===== config.mk =====
export PLATFORM = sky130hd
export DESIGN_NAME = mem_port_arbiter_flat
export DESIGN_NICKNAME = d
export VERILOG_FILES = /design/src/rtl/mem_arb_pkg.sv /design/src/rtl/mem_port_arbiter_if.sv /design/src/rtl/arb_rr_pick.sv /design/src/rtl/mem_port_arbiter.sv /design/src/flat_wrapper.sv
export SDC_FILE = /design/constraint.sdc
export NUM_CORES = 1
export LEC_CHECK = 0
export ABC_AREA = 1
export CAP_MARGIN = 40
export CORE_MARGIN = 2
export CORE_UTILIZATION = 40
export DETAILED_ROUTE_END_ITERATION = 10
export PLACE_DENSITY = 0.84
export SYNTH_ARGS = -nofsm -noshare
export SYNTH_HDL_FRONTEND = slang
export SYNTH_SLANG_ARGS = --single-unit

===== constraint.sdc =====
create_clock -name clk -period 6.8 [get_ports clk]
set_input_delay 1.36 -clock clk [delete_from_list [all_inputs] [get_ports clk]]
set_output_delay 1.36 -clock clk [all_outputs]
set_load 0.01 [all_outputs]

===== src/rtl/mem_arb_pkg.sv =====
// Shared types and port identifiers for the unified memory-port arbiter.
package mem_arb_pkg;

  typedef enum logic {
    ARB_IDLE   = 1'b0,
    ARB_ACCESS = 1'b1
  } arb_state_t;

  localparam logic PORT_CPU = 1'b0;
  localparam logic PORT_DMA = 1'b1;

endpackage


===== src/rtl/mem_port_arbiter_if.sv =====
// Requester-side handshake and memory-side bus of the arbiter.
// The master modport is the environment (core, loader, memory); slave is the arbiter.
interface mem_port_arbiter_if #(
  parameter int AW = 32,
  parameter int DW = 32
);
  logic          req0;
  logic          req1;
  logic          we0;
  logic          we1;
  logic [AW-1:0] addr0;
  logic [AW-1:0] addr1;
  logic [DW-1:0] wdata0;
  logic [DW-1:0] wdata1;
  logic          lock1;
  logic          gnt0;
  logic          gnt1;
  logic          rvalid0;
  logic          rvalid1;
  logic [DW-1:0] rdata;
  logic          mem_we;
  logic [AW-1:0] mem_addr;
  logic [DW-1:0] mem_wd;
  logic [DW-1:0] mem_rd;

  modport master (
    output req0, req1, we0, we1, addr0, addr1, wdata0, wdata1, lock1, mem_rd,
    input  gnt0, gnt1, rvalid0, rvalid1, rdata, mem_we, mem_addr, mem_wd
  );

  modport slave (
    input  req0, req1, we0, we1, addr0, addr1, wdata0, wdata1, lock1, mem_rd,
    output gnt0, gnt1, rvalid0, rvalid1, rdata, mem_we, mem_addr, mem_wd
  );
endinterface


===== src/rtl/arb_rr_pick.sv =====
// Combinational 2-way round-robin picker; lock_ok forces the DMA port on a conflict.
module arb_rr_pick
  import mem_arb_pkg::*;
(
  input  logic req0,
  input  logic req1,
  input  logic last_owner,
  input  logic lock_ok,
  output logic winner,
  output logic valid
);

  // Lone requester wins; on conflict the lock or the port that did not go last wins.
  always_comb begin
    winner = PORT_CPU;
    valid  = 1'b0;
    if (req0 && req1) begin
      valid = 1'b1;
      if (lock_ok) begin
        winner = PORT_DMA;
      end else begin
        winner = ~last_owner;
      end
    end else if (req0) begin
      valid  = 1'b1;
      winner = PORT_CPU;
    end else if (req1) begin
      valid  = 1'b1;
      winner = PORT_DMA;
    end else begin
      valid  = 1'b0;
      winner = PORT_CPU;
    end
  end

endmodule


===== src/rtl/mem_port_arbiter.sv =====
// Arbitrates the single memory port between the core (port 0) and the DMA/debug loader (port 1).
// Optional MEM_ARB_PERF_EN adds grant and conflict counters.
module mem_port_arbiter
  import mem_arb_pkg::*;
#(
  parameter int AW       = 32,
  parameter int DW       = 32,
  parameter int LOCK_MAX = 8
) (
  input  logic clk,
  input  logic reset,
  mem_port_arbiter_if.slave bus
`ifdef MEM_ARB_PERF_EN
  ,
  output logic [31:0] perf_gnt0,
  output logic [31:0] perf_gnt1,
  output logic [31:0] perf_conflict
`endif
);

  localparam int CW = $clog2(LOCK_MAX + 1);

  arb_state_t    state_r, state_nxt_s;
  logic          owner_r, last_owner_r;
  logic [CW-1:0] lock_cnt_r, lock_cnt_nxt_s;
  logic          pick_winner_s, pick_valid_s, lock_ok_s;
  logic          sel_we_s;
  logic [AW-1:0] sel_addr_s;
  logic [DW-1:0] sel_wdata_s;
  logic          gnt0_r, gnt1_r, rvalid0_r, rvalid1_r, mem_we_r;
  logic [DW-1:0] rdata_r, mem_wd_r;
  logic [AW-1:0] mem_addr_r;

  assign lock_ok_s = (last_owner_r == PORT_DMA) && bus.lock1 && bus.req1 &&
                     (lock_cnt_r < CW'(LOCK_MAX));

  arb_rr_pick u_pick (
    .req0       (bus.req0),
    .req1       (bus.req1),
    .last_owner (last_owner_r),
    .lock_ok    (lock_ok_s),
    .winner     (pick_winner_s),
    .valid      (pick_valid_s)
  );

  // FSM state register.
  always_ff @(posedge clk or posedge reset) begin
    if (reset) state_r <= ARB_IDLE;
    else       state_r <= state_nxt_s;
  end

  // Next state, winner's request mux and lock counter update.
  always_comb begin
    state_nxt_s    = state_r;
    sel_we_s       = bus.we0;
    sel_addr_s     = bus.addr0;
    sel_wdata_s    = bus.wdata0;
    lock_cnt_nxt_s = lock_cnt_r;
    case (state_r)
      ARB_IDLE: begin
        if (pick_valid_s) state_nxt_s = ARB_ACCESS;
        else              state_nxt_s = ARB_IDLE;
      end
      ARB_ACCESS: state_nxt_s = ARB_IDLE;
      default:    state_nxt_s = ARB_IDLE;
    endcase
    if (pick_winner_s == PORT_DMA) begin
      sel_we_s    = bus.we1;
      sel_addr_s  = bus.addr1;
      sel_wdata_s = bus.wdata1;
    end else begin
      sel_we_s    = bus.we0;
      sel_addr_s  = bus.addr0;
      sel_wdata_s = bus.wdata0;
    end
    // Every DMA win against a waiting core consumes lock budget.
    if (pick_winner_s == PORT_CPU || !bus.lock1) begin
      lock_cnt_nxt_s = {CW{1'b0}};
    end else if (bus.req0 && (lock_cnt_r < CW'(LOCK_MAX))) begin
      lock_cnt_nxt_s = lock_cnt_r + CW'(1);
    end else begin
      lock_cnt_nxt_s = lock_cnt_r;
    end
  end

  // Capture the winner on IDLE->ACCESS; return read data on ACCESS->IDLE.
  always_ff @(posedge clk or posedge reset) begin
    if (reset) begin
      owner_r      <= PORT_CPU;
      last_owner_r <= PORT_DMA;
      lock_cnt_r   <= {CW{1'b0}};
      gnt0_r       <= 1'b0;
      gnt1_r       <= 1'b0;
      rvalid0_r    <= 1'b0;
      rvalid1_r    <= 1'b0;
      rdata_r      <= {DW{1'b0}};
      mem_we_r     <= 1'b0;
      mem_addr_r   <= {AW{1'b0}};
      mem_wd_r     <= {DW{1'b0}};
    end else begin
      gnt0_r    <= 1'b0;
      gnt1_r    <= 1'b0;
      rvalid0_r <= 1'b0;
      rvalid1_r <= 1'b0;
      mem_we_r  <= 1'b0;
      if (state_r == ARB_IDLE && pick_valid_s) begin
        owner_r      <= pick_winner_s;
        last_owner_r <= pick_winner_s;
        lock_cnt_r   <= lock_cnt_nxt_s;
        gnt0_r       <= (pick_winner_s == PORT_CPU);
        gnt1_r       <= (pick_winner_s == PORT_DMA);
        mem_we_r     <= sel_we_s;
        mem_addr_r   <= sel_addr_s;
        mem_wd_r     <= sel_wdata_s;
      end else if (state_r == ARB_ACCESS && !mem_we_r) begin
        rdata_r   <= bus.mem_rd;
        rvalid0_r <= (owner_r == PORT_CPU);
        rvalid1_r <= (owner_r == PORT_DMA);
      end
    end
  end

  assign bus.gnt0     = gnt0_r;
  assign bus.gnt1     = gnt1_r;
  assign bus.rvalid0  = rvalid0_r;
  assign bus.rvalid1  = rvalid1_r;
  assign bus.rdata    = rdata_r;
  assign bus.mem_we   = mem_we_r;
  assign bus.mem_addr = mem_addr_r;
  assign bus.mem_wd   = mem_wd_r;

`ifdef MEM_ARB_PERF_EN
  logic [31:0] perf_gnt0_r, perf_gnt1_r, perf_conflict_r;

  // Free-running event counters; wrap naturally at 2^32.
  always_ff @(posedge clk or posedge reset) begin
    if (reset) begin
      perf_gnt0_r     <= 32'd0;
      perf_gnt1_r     <= 32'd0;
      perf_conflict_r <= 32'd0;
    end else begin
      if (gnt0_r) perf_gnt0_r <= perf_gnt0_r + 32'd1;
      if (gnt1_r) perf_gnt1_r <= perf_gnt1_r + 32'd1;
      if (state_r == ARB_IDLE && bus.req0 && bus.req1 && pick_valid_s)
        perf_conflict_r <= perf_conflict_r + 32'd1;
    end
  end

  assign perf_gnt0     = perf_gnt0_r;
  assign perf_gnt1     = perf_gnt1_r;
  assign perf_conflict = perf_conflict_r;
`endif

endmodule


===== src/flat_wrapper.sv =====
// flat-port wrapper written by rule: the top's interface ports become plain ports
module mem_port_arbiter_flat import mem_arb_pkg::*;
#(
  parameter int AW       = 32,
  parameter int DW       = 32,
  parameter int LOCK_MAX = 8
)
  (clk, reset, bus_req0, bus_req1, bus_we0, bus_we1, bus_addr0, bus_addr1, bus_wdata0, bus_wdata1, bus_lock1, bus_mem_rd, bus_gnt0, bus_gnt1, bus_rvalid0, bus_rvalid1, bus_rdata, bus_mem_we, bus_mem_addr, bus_mem_wd);
  mem_port_arbiter_if #(.AW(AW), .DW(DW)) bus_i ();
  input  logic clk;
  input  logic reset;
  input wire logic [$bits(bus_i.req0)-1:0] bus_req0;
  input wire logic [$bits(bus_i.req1)-1:0] bus_req1;
  input wire logic [$bits(bus_i.we0)-1:0] bus_we0;
  input wire logic [$bits(bus_i.we1)-1:0] bus_we1;
  input wire logic [$bits(bus_i.addr0)-1:0] bus_addr0;
  input wire logic [$bits(bus_i.addr1)-1:0] bus_addr1;
  input wire logic [$bits(bus_i.wdata0)-1:0] bus_wdata0;
  input wire logic [$bits(bus_i.wdata1)-1:0] bus_wdata1;
  input wire logic [$bits(bus_i.lock1)-1:0] bus_lock1;
  input wire logic [$bits(bus_i.mem_rd)-1:0] bus_mem_rd;
  output wire logic [$bits(bus_i.gnt0)-1:0] bus_gnt0;
  output wire logic [$bits(bus_i.gnt1)-1:0] bus_gnt1;
  output wire logic [$bits(bus_i.rvalid0)-1:0] bus_rvalid0;
  output wire logic [$bits(bus_i.rvalid1)-1:0] bus_rvalid1;
  output wire logic [$bits(bus_i.rdata)-1:0] bus_rdata;
  output wire logic [$bits(bus_i.mem_we)-1:0] bus_mem_we;
  output wire logic [$bits(bus_i.mem_addr)-1:0] bus_mem_addr;
  output wire logic [$bits(bus_i.mem_wd)-1:0] bus_mem_wd;
  assign bus_i.req0 = bus_req0;
  assign bus_i.req1 = bus_req1;
  assign bus_i.we0 = bus_we0;
  assign bus_i.we1 = bus_we1;
  assign bus_i.addr0 = bus_addr0;
  assign bus_i.addr1 = bus_addr1;
  assign bus_i.wdata0 = bus_wdata0;
  assign bus_i.wdata1 = bus_wdata1;
  assign bus_i.lock1 = bus_lock1;
  assign bus_i.mem_rd = bus_mem_rd;
  assign bus_gnt0 = bus_i.gnt0;
  assign bus_gnt1 = bus_i.gnt1;
  assign bus_rvalid0 = bus_i.rvalid0;
  assign bus_rvalid1 = bus_i.rvalid1;
  assign bus_rdata = bus_i.rdata;
  assign bus_mem_we = bus_i.mem_we;
  assign bus_mem_addr = bus_i.mem_addr;
  assign bus_mem_wd = bus_i.mem_wd;
  mem_port_arbiter #(.AW(AW), .DW(DW), .LOCK_MAX(LOCK_MAX)) u_core (.clk(clk), .reset(reset), .bus(bus_i));
endmodule

-- Word-level counts from Yosys, hierarchy flattened
Index checks and enable logic that the tools add are counted.
- logic and storage cells: 52
- register bits after elaboration: 108
- bitwise operators: 5
- add/sub/neg operators: 1
- reductions and logical operators: 13
- multiplexer cells: 20
- $lt $le $gt $ge: 1
- operator list (cell ; number):
    2-to-1 mux 32 bit ; 2
    2-to-1 mux 1 bit ; 15
    2-to-1 mux 4 bit ; 2
    logical AND 1 bit ; 7
    NOT 1 bit ; 5
    adder 4 x 1 -> 4 bit (second input constant) ; 1
    less-than comparator 4 bit (second input constant) ; 1
    AND reduction 2 bit ; 2
    logical NOT 1 bit ; 2
    one-hot mux 1 bit (2 select lines) ; 1
    nonzero test 2 bit ; 1
    logical OR 1 bit ; 1

-- Longest topological paths before layout
- depth in word-level cells: 9
- depth in mapped cells: 10
- depth with buffers taken out: 8

-- Modules after synthesis
From an unflattened synthesis, not the netlist that was laid out.
- cells, all modules: 547
- area, all modules: 4690.7 um^2
- modules (own cells, without submodules) (module ; times used ; cells an instance ; area each (um^2) ; sequential area each (um^2)):
    mem_port_arbiter ; 1 ; 538 ; 4654.5 ; 2703.8
    arb_rr_pick ; 1 ; 9 ; 36.3 ; 0.0

-- Worst setup path after synthesis
Ideal clock, no wire load.
- kind: input -> register
- start point: in bus_req1
- end point: reg u_core.mem_addr_r[0], in the netlist u_core.bus.mem_addr[0]
- data required time: 6.679 ns
- path buffers: 2
- path slack: 4.608 ns
- arrival time: 2.071 ns
- stages: 8
- cell sequence: nor2_1 > nor2_4 > nand2_2 > inv_2 > buf_6 > buf_8 > nand2_2 > nand3_2
- cells in the longest elaborated chain, start to end: 5
- elaborated cells between the ends (all ways): 11
- classes of those cells: mux: 7; reduce/logical: 4
- RTL lines (item ; RTL line ; text):
    from (decl) ; flat_wrapper.sv:13 ; input wire logic [$bits(bus_i.req1)-1:0] bus_req1;
    logical AND 1 bit (2 in a row) ; mem_port_arbiter.sv:34 ; assign lock_ok_s = (last_owner_r == PORT_DMA) && bus.lock1 && bus.req1 &&
    2-to-1 mux 1 bit ; arb_rr_pick.sv:19 ; if (lock_ok) begin
    2-to-1 mux 1 bit ; arb_rr_pick.sv:17 ; if (req0 && req1) begin
    2-to-1 mux 32 bit ; mem_port_arbiter.sv:67 ; if (pick_winner_s == PORT_DMA) begin
    to (signal assigned) ; mem_port_arbiter.sv:98 ; mem_addr_r <= {AW{1'b0}};
    to (signal assigned) ; mem_port_arbiter.sv:113 ; mem_addr_r <= sel_addr_s;
    to (decl) ; mem_port_arbiter.sv:32 ; logic [AW-1:0] mem_addr_r;
Several ways; a longest one is shown, not always the timed one.
A chain may end at the register's enable or synchronous reset.

-- Final worst setup path
- start point: in bus_req1
- end point: reg u_core.mem_addr_r[1], in the netlist u_core.bus.mem_addr[1]
Same word-level chain as after synthesis.

==> metrics.txt <==
post-DP HPWL 10,100 um; worst slew pin tran 778 ps; wire length per cell 15.6 um; initial antenna violation count 0; Post-CTS Resized 0; Synth Instances 472; Area Overhead vs Synth 65.5%; setup tns final 0 ps; io pins 268; crit path DAT 3420 ps; CP max FO 42; hold slack 442 ps; Place WS 3340 ps; period utilization 46.2%; final setup fails 0; Max Cap Viol 0; Area after DPL 0.00732 sq mm; DRC 0; Antenna Cells 0; share of layout cells above drive strength 1 11.3%; DR vias/cell 4.83; Storage cell area 0.00270 sq mm; # rows 39; Initial Util 40.8%; final hold violations 0; initial drt markers 260; die span in y 111 um; leak pwr 3.39 nW; RSZ-0062 raised after global routing false; commonest non-fill, non-tap cell in the layout clkdlybuf4s50_1; outcome complete, no violations; drt first pass iters 6; Longest Clk Path Bufs 2; GR Overflow Total 0; Startpoint Class primary input; CTS clk-pin slew, worst paths 70 ps; clock buffer count from CTS 9; worst setup margin 3660 ps; number of library cell types mapped by synthesis 22; Mapped Area 0.00462 sq mm; Achievable Freq 319 MHz; CTS root buffer clkbuf_16; clk_lat worst skew 350 ps; hold_buf cts 0; Post-Layout Inst Area 0.00764 sq mm; Peak VDD IR 166 uV; clock sink count 108; largest net degree at the start of global routing 56; routability cong. 0.852; Layout Nets 898; commonest non-fill, non-tap cells in the layout clkdlybuf4s50_1 (267), nand2_1 (201), dfrtp_1 (107), nand3_1 (60), mux2_2 (32); slew margin rel. 47.9%; PwrDens 273 mW/mm^2; first-pass GRT wire length 22,100 um; vias in the first global route 4,447; multi-input logic area 0.00169 sq mm; Min-Delay Path Class flop to flop; Fill cells 866; CTS tree done; CP endpoint kind flop; H-tree depth 3; Slew Limit Fails 0; vias 4,239; Final ANT Viol Nets 0; WS Path Type primary input to flop; Yosys reg bits 108; syn avg cell area 9.78 sq um; Setup Fix Bufs, Post-CTS 0; syn nets 640; yosys warns 0; full die area 0.0124 sq mm; I/O Buffers 267; Data required, critical path 7080 ps; die width 111 um; min Tclk post-route 3140 ps; utilization after layout 67.5%; sequential-to-total area share from yosys stat 58.6%; GRT Resource Usage Total 22.3%; Worst Skew 6.95 ps; drt total wl 13,700 um; total core area 0.0113 sq mm
-- power by group --
| group | total (mW) | leakage, nW | switching (mW) | internal, mW |
|---|---|---|---|---|
| Combinational | 0.677 | 1.94 | 0.277 | 0.400 |
| Sequential | 0.853 | 1.30 | 0.0759 | 0.777 |
| Clock | 0.555 | 0.155 | 0.233 | 0.321 |
| Total | 2.08 | 3.39 | 0.586 | 1.50 |
-- cell usage after synthesis --
cell type	n	area, sq um
buf_1	1	3.75
buf_2	8	40.0
buf_4	4	30.0
buf_6	9	101
buf_8	1	15.0
clkbuf_1	1	3.75
dfrtp_1	107	2680
dfstp_2	1	26.3
ha_1	1	12.5
inv_1	6	22.5
inv_2	3	11.3
mux2_2	32	360
nand2_1	201	754
nand2_2	14	87.6
nand3_1	60	300
nand3_2	10	100
nand4_1	2	12.5
nor2_1	7	26.3
nor2_2	1	6.26
nor2_4	1	11.3
o21ai_0	1	5.00
xnor2_1	1	8.76
-- worst max-delay path: stages --
cell,delay [ps]
clkdlybuf4s50_1,550
nor2_1,100
nor2_4,200
nand2_2,80
inv_2,350
buf_4,510
nand2_1,140
nand3_1,110
-- layout make-up --
| type | instances | area share (%) |
|---|---|---|
| Clock buffer | 9 | 2.95 |
| Inverter | 9 | 0.475 |
| Tap cell | 143 | 2.34 |
| Timing Repair Buffer | 271 | 35.5 |
| Multi-Input combinational cell | 331 | 22.1 |
| Clock inverter | 7 | 1.20 |
| Sequential cell | 108 | 35.4 |
-- sequential cells by signal (all words and copies together), names as in the netlist, 4 cells and up --
register and count:
u_core.bus.rdata 32, u_core.lock_cnt_r 4, u_core.bus.mem_wd 32, u_core.bus.mem_addr 32
-- kinds of logic after synthesis --
group                    Yosys count  synth area share (%)
AO/OA/AOI/OAI                      1                 0.108
XOR/XNOR                           1                 0.190
adder cells (fa/ha/maj)            1                 0.271
buffers and inverters             33                  4.93
flip-flops                       108                  58.6
multiplexers                      32                  7.80
AND/OR/NAND/NOR                  296                  28.1
-- per-stage QoR --
step | power, mW | cells
finish | 2.08 | 878
global route | 2.19 | 878
CTS | 2.11 | 878
detailed placement | 1.55 | 862
global placement | 1.52 | 861
floorplan | 1.13 | 472
-- per-layer routing --
layer / up-vias / wire length, um / GRT usage, %
met5: - / 0 / 0
met4: 0 / 354 / 9.05
met3: 25 / 1110 / 5.39
met2: 209 / 6880 / 39.8
met1: 1978 / 5350 / 25.9
li1: 2027 / - / -
-- final timing paths --
| path | slack [ps] | depth (start not counted) | from | endpoint |
|---|---|---|---|---|
| setup reg to reg | 4750 | 9 | u_core.last_owner_r | u_core.bus.mem_addr[1] |
| hold / removal | 440 | 1 | u_core.owner_r | u_core.bus.rvalid0 |
| hold reg to reg | 440 | 1 | u_core.owner_r | u_core.bus.rvalid0 |
| min in group asynchronous | 1470 | 2 | reset | u_core.bus.mem_wd[27] |
| setup / recovery | 3660 | 8 | bus_req1 | u_core.bus.mem_addr[1] |
| max in group asynchronous | 4190 | 3 | reset | u_core.bus.mem_wd[13] |
Note: power is estimated with default switching activity, not from simulation.
